<file path="src/rtl/tone_decoder.sv">
// tone_decoder: measures the half-period of a single-bit square-wave tone and
// decodes it to the 4-bit pitch code of the tone generator (A3..A5, 50 MHz).
// Optional build macro TONE_DECODER_GLITCH_FILTER_EN: accept a transition only
// after the synchronized level has been stable for 4 clocks (edge latency 7).
// TABLE_SHIFT scales the nominal half-period table down (0 = 50 MHz values).
module tone_decoder #(
  parameter int unsigned TOL         = 512,
  parameter int unsigned MATCH_COUNT = 3,
  parameter int unsigned TIMEOUT     = 131072,
  parameter int unsigned TABLE_SHIFT = 0
) (
  input  logic       clk,
  input  logic       rst_n,
  input  logic       en,
  input  logic       tone_in,
  output logic [3:0] pitch,
  output logic       valid,
  output logic       changed
);

  localparam logic [17:0] TimeoutCnt = 18'(TIMEOUT);
  localparam logic [3:0]  MatchRun   = 4'(MATCH_COUNT);
  localparam logic [19:0] TolW       = 20'(TOL);

  typedef enum logic [1:0] {StIdle, StMeasure, StLocked} state_e;

  // Nominal half-period in clocks (generator divisor + 1) for each pitch code.
  function automatic logic [16:0] nominal(input logic [3:0] k);
    case (k)
      4'd0:    nominal = 17'd113637;
      4'd1:    nominal = 17'd101216;
      4'd2:    nominal = 17'd90254;
      4'd3:    nominal = 17'd85035;
      4'd4:    nominal = 17'd75759;
      4'd5:    nominal = 17'd67569;
      4'd6:    nominal = 17'd60242;
      4'd7:    nominal = 17'd56819;
      4'd8:    nominal = 17'd50608;
      4'd9:    nominal = 17'd45127;
      4'd10:   nominal = 17'd42590;
      4'd11:   nominal = 17'd37937;
      4'd12:   nominal = 17'd33785;
      4'd13:   nominal = 17'd30085;
      4'd14:   nominal = 17'd28410;
      default: nominal = 17'd0;
    endcase
  endfunction

  logic sync1_q, sync2_q, lvl_q, edge_q, src;

  // Two-flop synchronizer for the asynchronous tone input.
  always_ff @(posedge clk or negedge rst_n) begin
    if (!rst_n) begin
      sync1_q <= 1'b0;
      sync2_q <= 1'b0;
    end else begin
      sync1_q <= tone_in;
      sync2_q <= sync1_q;
    end
  end

`ifdef TONE_DECODER_GLITCH_FILTER_EN
  logic       filt_q;
  logic [1:0] stab_q;

  // Adopt a new level only once it has been seen for 4 consecutive clocks.
  always_ff @(posedge clk or negedge rst_n) begin
    if (!rst_n) begin
      filt_q <= 1'b0;
      stab_q <= 2'd0;
    end else if (sync2_q != filt_q) begin
      if (stab_q == 2'd3) begin
        filt_q <= sync2_q;
        stab_q <= 2'd0;
      end else begin
        stab_q <= stab_q + 2'd1;
      end
    end else begin
      stab_q <= 2'd0;
    end
  end

  assign src = filt_q;
`else
  assign src = sync2_q;
`endif

  // Registered edge detect: any transition of the (filtered) level.
  always_ff @(posedge clk or negedge rst_n) begin
    if (!rst_n) begin
      lvl_q  <= 1'b0;
      edge_q <= 1'b0;
    end else begin
      lvl_q  <= src;
      edge_q <= src ^ lvl_q;
    end
  end

  state_e      state_q, state_d;
  logic [17:0] cnt_q, cnt_d;
  logic [3:0]  run_q, run_d, run_hit;
  logic [3:0]  cand_q, cand_d, cand;
  logic [3:0]  pitch_q, pitch_d;
  logic        valid_q, valid_d, changed_q, changed_d, hit;
  logic [19:0] h, tab;

  assign h = 20'(cnt_q) + 20'd1;

  // Window match against the table; scanning downwards lets the lowest k win.
  always_comb begin
    hit  = 1'b0;
    cand = 4'd0;
    tab  = 20'd0;
    for (int k = 14; k >= 0; k--) begin
      tab = 20'(nominal(4'(k)) >> TABLE_SHIFT);
      if ((h + TolW >= tab) && (h <= tab + TolW)) begin
        hit  = 1'b1;
        cand = 4'(k);
      end
    end
  end

  // Run length if this edge's candidate is counted: extend a run of the same
  // candidate (saturating), otherwise start a new run.
  assign run_hit = (run_q != 4'd0 && cand == cand_q) ?
                   ((run_q >= MatchRun) ? run_q : run_q + 4'd1) : 4'd1;

  // Next-state, run tracking and output decisions.
  always_comb begin
    state_d   = state_q;
    run_d     = run_q;
    cand_d    = cand_q;
    pitch_d   = pitch_q;
    valid_d   = valid_q;
    changed_d = 1'b0;
    if (!en) begin
      state_d = StIdle;
      valid_d = 1'b0;
      run_d   = 4'd0;
    end else begin
      unique case (state_q)
        StIdle: begin
          if (edge_q) state_d = StMeasure;
        end
        StMeasure: begin
          if (edge_q) begin
            if (!hit) begin
              run_d = 4'd0;
            end else begin
              run_d  = run_hit;
              cand_d = cand;
              if (run_hit == MatchRun) begin
                state_d   = StLocked;
                pitch_d   = cand;
                valid_d   = 1'b1;
                changed_d = 1'b1;
              end
            end
          end else if (cnt_q == TimeoutCnt) begin
            state_d = StIdle;
            valid_d = 1'b0;
            run_d   = 4'd0;
          end
        end
        StLocked: begin
          if (edge_q) begin
            if (!hit) begin
              state_d = StMeasure;
              valid_d = 1'b0;
              run_d   = 4'd0;
            end else begin
              run_d  = run_hit;
              cand_d = cand;
              // Keep reporting the old pitch until the new one is confirmed.
              if (run_hit == MatchRun && cand != pitch_q) begin
                pitch_d   = cand;
                changed_d = 1'b1;
              end
            end
          end else if (cnt_q == TimeoutCnt) begin
            state_d = StIdle;
            valid_d = 1'b0;
            run_d   = 4'd0;
          end
        end
        default: state_d = StIdle;
      endcase
    end
  end

  // Half-period counter: cleared on edges and in idle, saturating otherwise.
  always_comb begin
    cnt_d = cnt_q;
    if (state_d == StIdle || edge_q) cnt_d = 18'd0;
    else if (cnt_q != TimeoutCnt)    cnt_d = cnt_q + 18'd1;
  end

  // State and output registers.
  always_ff @(posedge clk or negedge rst_n) begin
    if (!rst_n) begin
      state_q   <= StIdle;
      cnt_q     <= 18'd0;
      run_q     <= 4'd0;
      cand_q    <= 4'd0;
      pitch_q   <= 4'd0;
      valid_q   <= 1'b0;
      changed_q <= 1'b0;
    end else begin
      state_q   <= state_d;
      cnt_q     <= cnt_d;
      run_q     <= run_d;
      cand_q    <= cand_d;
      pitch_q   <= pitch_d;
      valid_q   <= valid_d;
      changed_q <= changed_d;
    end
  end

  assign pitch   = pitch_q;
  assign valid   = valid_q;
  assign changed = changed_q;

endmodule

</file>
<file path="config.mk">
export PLATFORM = sky130hd
export DESIGN_NAME = tone_decoder
export DESIGN_NICKNAME = d
export VERILOG_FILES = /design/src/rtl/tone_decoder.sv
export SDC_FILE = /design/constraint.sdc
export NUM_CORES = 1
export LEC_CHECK = 0
export ABC_AREA = 1
export CAP_MARGIN = 10
export CELL_PAD_IN_SITES_DETAIL_PLACEMENT = 1
export CELL_PAD_IN_SITES_GLOBAL_PLACEMENT = 1
export CORE_MARGIN = 2
export CORE_UTILIZATION = 40
export CTS_CLUSTER_SIZE = 40
export DETAILED_ROUTE_END_ITERATION = 6
export PLACE_DENSITY = 0.76
export SYNTH_ARGS = -nofsm -noshare
export SYNTH_HDL_FRONTEND = slang
export SYNTH_SLANG_ARGS = --single-unit
</file>
<file path="constraint.sdc">
create_clock -name clk -period 4.25 [get_ports clk]
set_input_delay 1.0625 -clock clk [delete_from_list [all_inputs] [get_ports clk]]
set_output_delay 1.0625 -clock clk [all_outputs]
set_load 0.01 [all_outputs]
</file>
==> impl_metrics.env, run 1 <==
export IMPL_crit_slowest_cell="dfrtp_1"
export IMPL_peakVddDrop_mv=0.1780
export IMPL_ys_ff_latch=38
export IMPL_syn_avg_cell_area_um2=5.877
export IMPL_grt_max_degree=39
export IMPL_min_period_over_period=1.159
export IMPL_tightest_slew_ns=0.9974
export IMPL_violations="negative setup slack"
export IMPL_dieArea_um2=12580
export IMPL_maxSlewViolCount=0
export IMPL_whs_endpoint="src$_DFF_PN0_"
export IMPL_p_total_mw=1.044
export IMPL_synth_cell_area_um2=4678
export IMPL_r2r_cells=36
export IMPL_grt_antenna_before_repair=1
export IMPL_fin_cells=1124
export IMPL_grt_use_total=0.4103
export IMPL_whs_path_depth=0
export IMPL_grt_pass1_vias=7447
export IMPL_hold_viol=0
export IMPL_yosys_area_top_type="dfrtp_1"
export IMPL_end_kind="flop"
export IMPL_grt_setup_unrepaired="yes"
export IMPL_place_ws_ns=-0.3931
export IMPL_pin_count=10
export IMPL_nets=1003
export IMPL_synth_top_cell_area_share=0.2033
export IMPL_finalSetupViolations=33
export IMPL_r2r_slack_ns=-0.68
export IMPL_syn_num_nets=819
export IMPL_worstPathArrival_ns=5.16
export IMPL_die_h_um=112.1
export IMPL_skew_ns=0.009985
export IMPL_fillCellCount=1467
export IMPL_grt_use_met1=0.4536
export IMPL_period_needed_ns=4.926
export IMPL_post_drt_wl_per_cell_um=27.23
export IMPL_clkLatencyLatePin_ns=0.31
export IMPL_viasPerCell=6.475
export IMPL_drc=0
export IMPL_max_stage_delay_ns=0.46
export IMPL_row_count=39
export IMPL_final_common_cell="nand2_1"
export IMPL_portBuffers=9
export IMPL_ant_nets=0
export IMPL_cap_violations=0
export IMPL_outcome="finished with violations"
export IMPL_cts_made_buffers=5
export IMPL_hold_class="reg -> reg"
export IMPL_design_area_um2=7261
export IMPL_grt_use_met2=0.7277
export IMPL_drt_iter0_markers=673
export IMPL_routabilityCongestion=0.9773
export IMPL_cts_tree="yes"
export IMPL_grt_overflow=0
export IMPL_gr_usage_met3=0.07937
export IMPL_synth_area_top_cells="dfrtp_1 (20%), nand2_1 (18%), nor2_1 (8.7%)"
export IMPL_holdCritStartpoint="sync1_q$_DFF_PN0_"
export IMPL_dp_final_hpwl_mm=17.85
export IMPL_leakage_nw=3.365
export IMPL_slew_headroom=0.3351
export IMPL_grt_busiest_layer="met2"
export IMPL_initial_core_util=0.4097
export IMPL_cts_hold_buf=0
export IMPL_wirelength_mm=30.60
export IMPL_netlist_instances=796
export IMPL_cp_required_ns=4.49
export IMPL_p_per_area_nw_per_um2=143.8
export IMPL_finalWorstSetupSlack_ns=-0.6762
export IMPL_max_freq_ghz=0.2030
export IMPL_die_w_um=112.1
export IMPL_timing_rr_start="cnt_q[0]$_DFFE_PN0P_"
export IMPL_clk_pin_slew_ns=0.07
export IMPL_synth_distinct_cells=40
export IMPL_synth_seq_area_share=0.2033
export IMPL_dr_total_vias=7278
export IMPL_placed_cell_area_um2=5926
export IMPL_cpMostUsedCell="nand2_1"
export IMPL_timing_rr_end="cnt_q[0]$_DFFE_PN0P_"
export IMPL_final_util=0.6359
export IMPL_critical_path_class="reg -> reg"
export IMPL_clock_sinks=38
export IMPL_drive_gt1_frac=0.4169
export IMPL_grt_pass1_wl_mm=40.79
export IMPL_dr_pass1_iters=7
export IMPL_h_tree_depth=2
export IMPL_synthToLayoutAreaGrowth_pct=55.20
export IMPL_floorplan_core_area_um2=11420
export IMPL_crit_fanout=6
export IMPL_antennaDiodeCount=0
export IMPL_cts_root_buf="clkbuf_16"
export IMPL_ctsLongestPathBuffers=2
export IMPL_yosys_warnings=0
export IMPL_final_cell_mix="nand2_1 (180), buf_4 (160), inv_1 (75), nor2_1 (66), nand3_1 (57)"
export IMPL_critPathLaunchType="flop"
export IMPL_dp_cells=1078
## worst max path at each step
| stage | start | to | slack (ns) |
|---|---|---|---|
| detailed placement | cnt_q[1]$_DFFE_PN0P_ | cnt_q[2]$_DFFE_PN0P_ | -0.39 |
| CTS | cnt_q[1]$_DFFE_PN0P_ | cnt_q[0]$_DFFE_PN0P_ | -0.05 |
| floorplan | cnt_q[1]$_DFFE_PN0P_ | cnt_q[4]$_DFFE_PN0P_ | 0.26 |
| global route | cnt_q[0]$_DFFE_PN0P_ | cnt_q[0]$_DFFE_PN0P_ | -0.83 |
| global placement | cnt_q[1]$_DFFE_PN0P_ | pitch[3]$_DFFE_PN0P_ | -0.17 |
| finish | cnt_q[0]$_DFFE_PN0P_ | cnt_q[0]$_DFFE_PN0P_ | -0.68 |
## logic make-up after synthesis
| group | after synthesis | share of synthesized area |
|---|---|---|
| adder cells (fa/ha/maj) | 19 | 0.05082 |
| AO/OA/AOI/OAI | 106 | 0.1270 |
| flip-flops | 38 | 0.2033 |
| buffers and inverters | 100 | 0.08505 |
| XOR/XNOR | 7 | 0.01311 |
| AND/OR/NAND/NOR | 526 | 0.5207 |
## cells in the mapped netlist
library cell	n
nand2_1	221
nor2_1	109
inv_1	85
nand3_1	72
o21ai_0	48
dfrtp_1	38
nand4_1	30
a21oi_1	29
nor3_1	25
nand2_2	23
ha_1	19
nor2_2	19
inv_2	10
nor2_4	8
o21ai_1	6
xor2_1	6
a31oi_1	5
nand2_4	5
nor4_1	5
o211ai_1	4
nand3b_1	3
o2111ai_1	3
buf_4	2
nand3_2	2
o21a_1	2
o21bai_2	2
o31ai_1	2
a211o_1	1
a21boi_1	1
a21oi_2	1
buf_2	1
buf_8	1
inv_4	1
nor3_2	1
nor3_4	1
nor4b_1	1
o21bai_1	1
o22ai_1	1
or2_2	1
xnor2_1	1
## layer usage
layer / part of all wire / wire [um]
met4: 0.10 / 3171
met3: 0.092 / 2812
met1: 0.34 / 10530
met2: 0.46 / 14090
met5: 0 / 0
## stage by stage
stage | hold WS [ns] | setup TNS, ns
global route | 0.3771 | -18.84
global placement | 0.3331 | -3.322
detailed placement | 0.3381 | -8.254
floorplan | 0.3312 | 0
finish | 0.3665 | -12.86
CTS | 0.3530 | -0.2219
## critical path, delay by kind of cell (launching register included)
kind                   cells  cell delay, ns
and+or+nand+nor           30            3.65
buffers and inverters      5            0.59
DFF                        1            0.46
AOI/OAI and AO/OA          1            0.12
## power by group
part / internal, mW / switching [mW]
combinational: 0.0467 / 0.0939
sequential: 0.368 / 0.00739
clock: 0.338 / 0.190
## layout make-up
type	instances	area (um2)	share of cell area
clock inverter	3	68.82	0.009478
tap	143	178.9	0.02464
sequential	38	955.9	0.1317
multi-input combinational	658	4120	0.5675
timing repair buffer	181	1434	0.1975
inverter	96	377.9	0.05204
clock buffer	5	125.1	0.01723
## registers in the layout, summed over array words and instances, names as in the netlist
| name | count |
|---|---|
| cand_q | 4 |
| changed | 1 |
| cnt_q | 18 |
| edge_q | 1 |
| lvl_q | 1 |
| pitch | 4 |
| run_q | 4 |
| src | 1 |
| state_q | 2 |
| sync1_q | 1 |
| valid | 1 |
## timing repair
action,in CTS,in global routing
gates resized for setup,129,109
setup buffers,17,21
endpoints found under the setup margin,25,34
pin swaps,46,46
Note: power is estimated with default switching activity, not from simulation.
==> run 2: changes to the inputs <==
RECOVER_POWER = 25   (was default)
REMOVE_ABC_BUFFERS = 1   (was default)
==> run 2 against run 1 <==
The flow finishes with violations (design-rule violations, max-capacitance violations, max-slew violations, negative setup slack); first-iteration DRC count increased by 13%; worst hold slack worse by 0.019 ns; utilization grew 0.59 points; power shrank 6.6%; clock-buffer cell count rose by 1; sequential power hardly changed; flip-flop and latch count stayed put; clock power is 14% lower; cell count is 0.27% lower; combinational power is 4% higher; fmax is 2.5% higher; die area unchanged; critical path type unchanged; critical endpoint is now cnt_q[1]$_DFFE_PN0P_; largest cell class unchanged.
==> impl_metrics.env, run 2 (synthesized netlist as in run 1, its figures left out) <==
export IMPL_outcome="finished with violations"
export IMPL_violations="design-rule violations, max-capacitance violations, max-slew violations, negative setup slack"
export IMPL_max_flop_register="cnt_q"
export IMPL_fin_tns_setup_ns=-13.31
export IMPL_wirelength_mm=29.00
export IMPL_synthToLayoutAreaGrowth_pct=56.65
export IMPL_largest_reg_flops=18
export IMPL_grt_pass1_vias=6687
export IMPL_p_per_area_nw_per_um2=133.1
export IMPL_skew_ns=0.007772
export IMPL_floorplan_core_area_um2=11420
export IMPL_die_w_um=112.1
export IMPL_clk_pin_slew_ns=0.06
export IMPL_worstPathArrival_ns=4.99
export IMPL_final_util=0.6418
export IMPL_maxSlewViolCount=39
export IMPL_grt_overflow=0
export IMPL_fillCellCount=1471
export IMPL_die_h_um=112.1
export IMPL_routabilityCongestion=0.9591
export IMPL_pin_count=10
export IMPL_cts_hold_buf=0
export IMPL_grt_use_total=0.3542
export IMPL_cap_violations=1
export IMPL_dp_final_hpwl_mm=17.76
export IMPL_end_kind="flop"
export IMPL_initial_core_util=0.4097
export IMPL_tightest_slew_ns=2.260
export IMPL_crit_fanout=6
export IMPL_place_ws_ns=-0.2750
export IMPL_hold_class="reg -> reg"
export IMPL_grt_pass1_wl_mm=35.36
export IMPL_period_needed_ns=4.806
export IMPL_cts_made_buffers=5
export IMPL_finalWorstSetupSlack_ns=-0.5556
export IMPL_clkLatencyLatePin_ns=0.29
export IMPL_ctsLongestPathBuffers=2
export IMPL_viasPerCell=6.417
export IMPL_cts_tree="yes"
export IMPL_finalSetupViolations=34
export IMPL_final_cell_mix="nand2_1 (169), buf_4 (152), inv_1 (77), nor2_1 (66), nand2_2 (60)"
export IMPL_cpMostUsedCell="nand2_1"
export IMPL_leakage_nw=3.463
export IMPL_portBuffers=9
export IMPL_drive_gt1_frac=0.4294
export IMPL_final_common_cell="nand2_1"
export IMPL_peakVddDrop_mv=0.2699
export IMPL_cts_root_buf="clkbuf_16"
export IMPL_ant_nets=0
export IMPL_cp_required_ns=4.43
export IMPL_clock_sinks=38
export IMPL_drc=4
export IMPL_critical_path_class="reg -> reg"
export IMPL_crit_slowest_cell="dfrtp_2"
export IMPL_dieArea_um2=12580
export IMPL_antennaDiodeCount=0
export IMPL_post_drt_wl_per_cell_um=25.87
export IMPL_nets=1001
export IMPL_grt_antenna_before_repair=0
export IMPL_critPathLaunchType="flop"
export IMPL_whs_ns=0.3475
export IMPL_slew_headroom=-0.5069
export IMPL_h_tree_depth=2
export IMPL_max_stage_delay_ns=0.43
export IMPL_min_period_over_period=1.131
export IMPL_dr_total_vias=7194
export IMPL_grt_setup_unrepaired="yes"
export IMPL_max_freq_ghz=0.2081
export IMPL_dr_pass1_iters=7
export IMPL_row_count=39
export IMPL_drt_iter0_markers=763
export IMPL_hold_viol=0
export IMPL_grt_max_degree=39
[run 2: changes by cell type in the layout (fill, tap and decap cells not counted), sizes merged]
cell and delta:
buf -3, bufinv -1, clkbuf +2, clkdlybuf4s50 -1
clkinv -2, clkinvlp -1, dlygate4sd3 +1, inv +2
[run 2: worst max-delay path: cells and delay by family, from the launching register on]
family,cells,cell delay (ns)
buffers and inverters,5,0.75
flip-flops,1,0.43
adder cells (fa/ha/maj),1,0.19
AND/OR/NAND/NOR,32,3.25
[run 2: through the flow]
| step | power [mW] | area, um2 | std cells |
|---|---|---|---|
| 2_1_floorplan | 0.4357 | 4643 | 792 |
| 3_3_place_gp | 0.4843 | 5953 | 1080 |
| 3_5_place_dp | 0.4887 | 5953 | 1080 |
| 4_1_cts | 0.9385 | 6442 | 1100 |
| 5_1_grt | 0.9935 | 7328 | 1121 |
| 6_report | 0.9753 | 7328 | 1121 |
[run 2: metal layers]
layer / global-route usage / wire length, um
met5: 0 / 0
met4: 0.1455 / 2414
met3: 0.04428 / 2229
met2: 0.6337 / 14020
met1: 0.4299 / 10330
[run 2: cell type report]
cell class / instances / area, um2 / share of cell area
Tap cell: 143 / 178.9 / 0.02442
Clock buffer: 6 / 138.9 / 0.01895
Timing Repair Buffer: 179 / 1454 / 0.1984
Inverter: 96 / 371.6 / 0.05071
Clock inverter: 1 / 30.03 / 0.004098
Multi-Input combinational cell: 658 / 4198 / 0.5728
Sequential cell: 38 / 957.2 / 0.1306
[run 2: report_power, final]
part           internal (mW)  total (mW)  switching (mW)
clock network          0.290       0.453           0.163
registers              0.369       0.377         0.00813
logic                 0.0472       0.146          0.0986
total                  0.706       0.975           0.269
[run 2: final timing paths]
kind / slack [ns] / endpoint / start / cells after the start
worst min-delay path: 0.35 / src$_DFF_PN0_ / sync1_q$_DFF_PN0_ / 0
worst max-delay path: -0.56 / cnt_q[1]$_DFFE_PN0P_ / cnt_q[0]$_DFFE_PN0P_ / 38
max in group asynchronous: 1.35 / cnt_q[4]$_DFFE_PN0P_ / rst_n / 1
min in group asynchronous: 1.44 / sync1_q$_DFF_PN0_ / rst_n / 1
worst max register to register: -0.56 / cnt_q[1]$_DFFE_PN0P_ / cnt_q[0]$_DFFE_PN0P_ / 38
worst min register to register: 0.35 / src$_DFF_PN0_ / sync1_q$_DFF_PN0_ / 0
[run 2: timing repair]
action | 4_1_cts | 5_1_grt
hold endpoints to repair | 0 | 0
resized for setup | 65 | 193
setup endpoints to repair | 25 | 29
setup buffers | 13 | 25
cloned | 0 | 0
pin swaps | 10 | 65
==> run 3: changes to the inputs <==
CORE_UTILIZATION = 45   (was 40)
PLACE_DENSITY = 0.81   (was 0.76)
clock period = 4.7 ns   (was 4.25 ns; I/O delays follow)
==> run 3 against run 2 <==
Fmax is 4.2% higher; via count shrank 16%; global-route usage is 1.0 points lower; routed wire length down 28%; the run ends with max-capacitance violations, max-slew violations left; cell count decreased by 12%; largest cell class unchanged; register-to-register slack gained 0.64 ns; first-iteration DRC count down 32%; power fell by 28%; critical path type unchanged.
==> impl_metrics.env, run 3 (synthesized netlist as in run 1, its figures left out) <==
export IMPL_outcome="finished with violations"
export IMPL_violations="max-capacitance violations, max-slew violations"
export IMPL_grt_max_degree=39
export IMPL_portBuffers=9
export IMPL_post_drt_wl_per_cell_um=21.32
export IMPL_crit_fanout=8
export IMPL_design_area_um2=5663
export IMPL_min_period_over_period=0.9811
export IMPL_die_h_um=106.0
export IMPL_critical_path_class="reg -> reg"
export IMPL_grt_use_total=0.3438
export IMPL_leakage_nw=2.633
export IMPL_drive_gt1_frac=0.2049
export IMPL_cts_tree="yes"
export IMPL_seq_area_um2=953.4
export IMPL_cp_required_ns=4.85
export IMPL_floorplan_core_area_um2=10230
export IMPL_p_total_mw=0.6998
export IMPL_grt_pass1_wl_mm=30.17
export IMPL_startpoint="cnt_q[1]$_DFFE_PN0P_"
export IMPL_skew_ns=0.02043
export IMPL_synthToLayoutAreaGrowth_pct=21.05
export IMPL_final_util=0.5535
export IMPL_placed_cell_area_um2=5049
export IMPL_die_w_um=106.0
export IMPL_clock_sinks=38
export IMPL_ctsLongestPathBuffers=2
export IMPL_max_freq_ghz=0.2169
export IMPL_grt_antenna_before_repair=0
export IMPL_dieArea_um2=11230
export IMPL_pin_count=10
export IMPL_peakVddDrop_mv=0.1380
export IMPL_dp_final_hpwl_mm=15.61
export IMPL_max_stage_delay_ns=0.43
export IMPL_final_cell_mix="nand2_1 (209), nor2_1 (94), inv_1 (82), nand3_1 (65), o21ai_0 (45)"
export IMPL_worstPathArrival_ns=4.76
export IMPL_period_needed_ns=4.611
export IMPL_antennaDiodeCount=0
export IMPL_dr_total_vias=6017
export IMPL_end_kind="flop"
export IMPL_multi_input_area_um2=3687
export IMPL_dr_pass1_iters=5
export IMPL_cts_made_buffers=5
export IMPL_max_flop_register="cnt_q"
export IMPL_nets=871
export IMPL_drc=0
export IMPL_viasPerCell=6.109
export IMPL_initial_core_util=0.4573
export IMPL_finalSetupViolations=0
export IMPL_cts_hold_buf=0
export IMPL_critPathLaunchType="flop"
export IMPL_wirelength_mm=21.00
export IMPL_hold_class="reg -> reg"
export IMPL_fin_cells=985
export IMPL_grt_overflow=0
export IMPL_final_common_cell="nand2_1"
export IMPL_crit_slowest_cell="dfrtp_1"
export IMPL_row_count=37
export IMPL_routabilityCongestion=1.036
export IMPL_tightest_slew_ns=2.123
export IMPL_h_tree_depth=2
export IMPL_timing_rr_start="cnt_q[1]$_DFFE_PN0P_"
export IMPL_cap_violations=2
export IMPL_hold_viol=0
export IMPL_clkLatencyLatePin_ns=0.32
export IMPL_slew_headroom=-0.4152
export IMPL_cts_root_buf="clkbuf_8"
export IMPL_drt_iter0_markers=517
export IMPL_grt_pass1_vias=5761
export IMPL_fillCellCount=1432
export IMPL_p_per_area_nw_per_um2=123.6
export IMPL_maxSlewViolCount=45
export IMPL_clk_pin_slew_ns=0.10
export IMPL_ant_nets=0
export IMPL_holdCritStartpoint="sync1_q$_DFF_PN0_"
export IMPL_largest_reg_flops=18
export IMPL_cpMostUsedCell="nand2_1"
export IMPL_dp_cells=957
## run 3: changes by cell type in the layout (fill, tap and decap cells not counted), sizes merged
cell / previous run / this run
buf: 170 / 39
bufinv: 1 / 0
clkinv: 0 / 1
clkinvlp: 1 / 2
nand2: 249 / 250
## run 3: cell type report
type,count,share of cell area
Clock inverter,2,0.002209
Inverter,96,0.06518
Timing Repair Buffer,48,0.06849
Clock buffer,6,0.01458
Multi-Input combinational cell,659,0.6511
Tap cell,136,0.03005
Sequential cell,38,0.1684
## run 3: metrics by stage
stage,hold slack (ns),TNS (ns),setup WS (ns)
global route,0.3706,-3.985,-0.2463
floorplan,0.3312,0,0.5797
detailed placement,0.3441,-0.1147,-0.04392
finish,0.3625,0,0.08876
CTS,0.3680,-0.005052,-0.005052
global placement,0.3413,0,0.1054
## run 3: metal layers
layer | GRT usage | routed length, um
met1 | 0.4450 | 8334
met3 | 0.03556 | 1605
met4 | 0.1335 | 1011
met2 | 0.5899 | 10050
met5 | 0 | 0
## run 3: path summary, 6_finish.rpt
check                                       endpoint  slack, ns  cells past startpoint
worst max-delay path            cnt_q[2]$_DFFE_PN0P_       0.09                     33
worst min-delay path                   src$_DFF_PN0_       0.36                      0
worst max register to register  cnt_q[2]$_DFFE_PN0P_       0.09                     33
worst min register to register         src$_DFF_PN0_       0.36                      0
max in group asynchronous       cnt_q[2]$_DFFE_PN0P_       1.88                      1
min in group asynchronous       cnt_q[1]$_DFFE_PN0P_       1.47                      1
## run 3: power breakdown
group          internal (mW)  switching [mW]  total [mW]
Combinational         0.0296          0.0743       0.104
Sequential             0.333         0.00556       0.338
Clock                  0.118           0.140       0.258
Total                  0.480           0.219       0.700
## run 3: worst max-delay path, delay by kind of cell, from the launching register on
kind                       cells  cell delay (ns)
AOI/OAI and AO/OA              2             0.55
buffers and inverters          2             0.35
adders and majority gates      1             0.18
and+or+nand+nor               28             2.88
DFF                            1             0.43
## run 3: what timing repair did
item	CTS	global route
pin swaps	0	21
resized for setup	2	87
gates cloned	0	1
endpoints found under the setup margin	11	25
buffers inserted	0	19
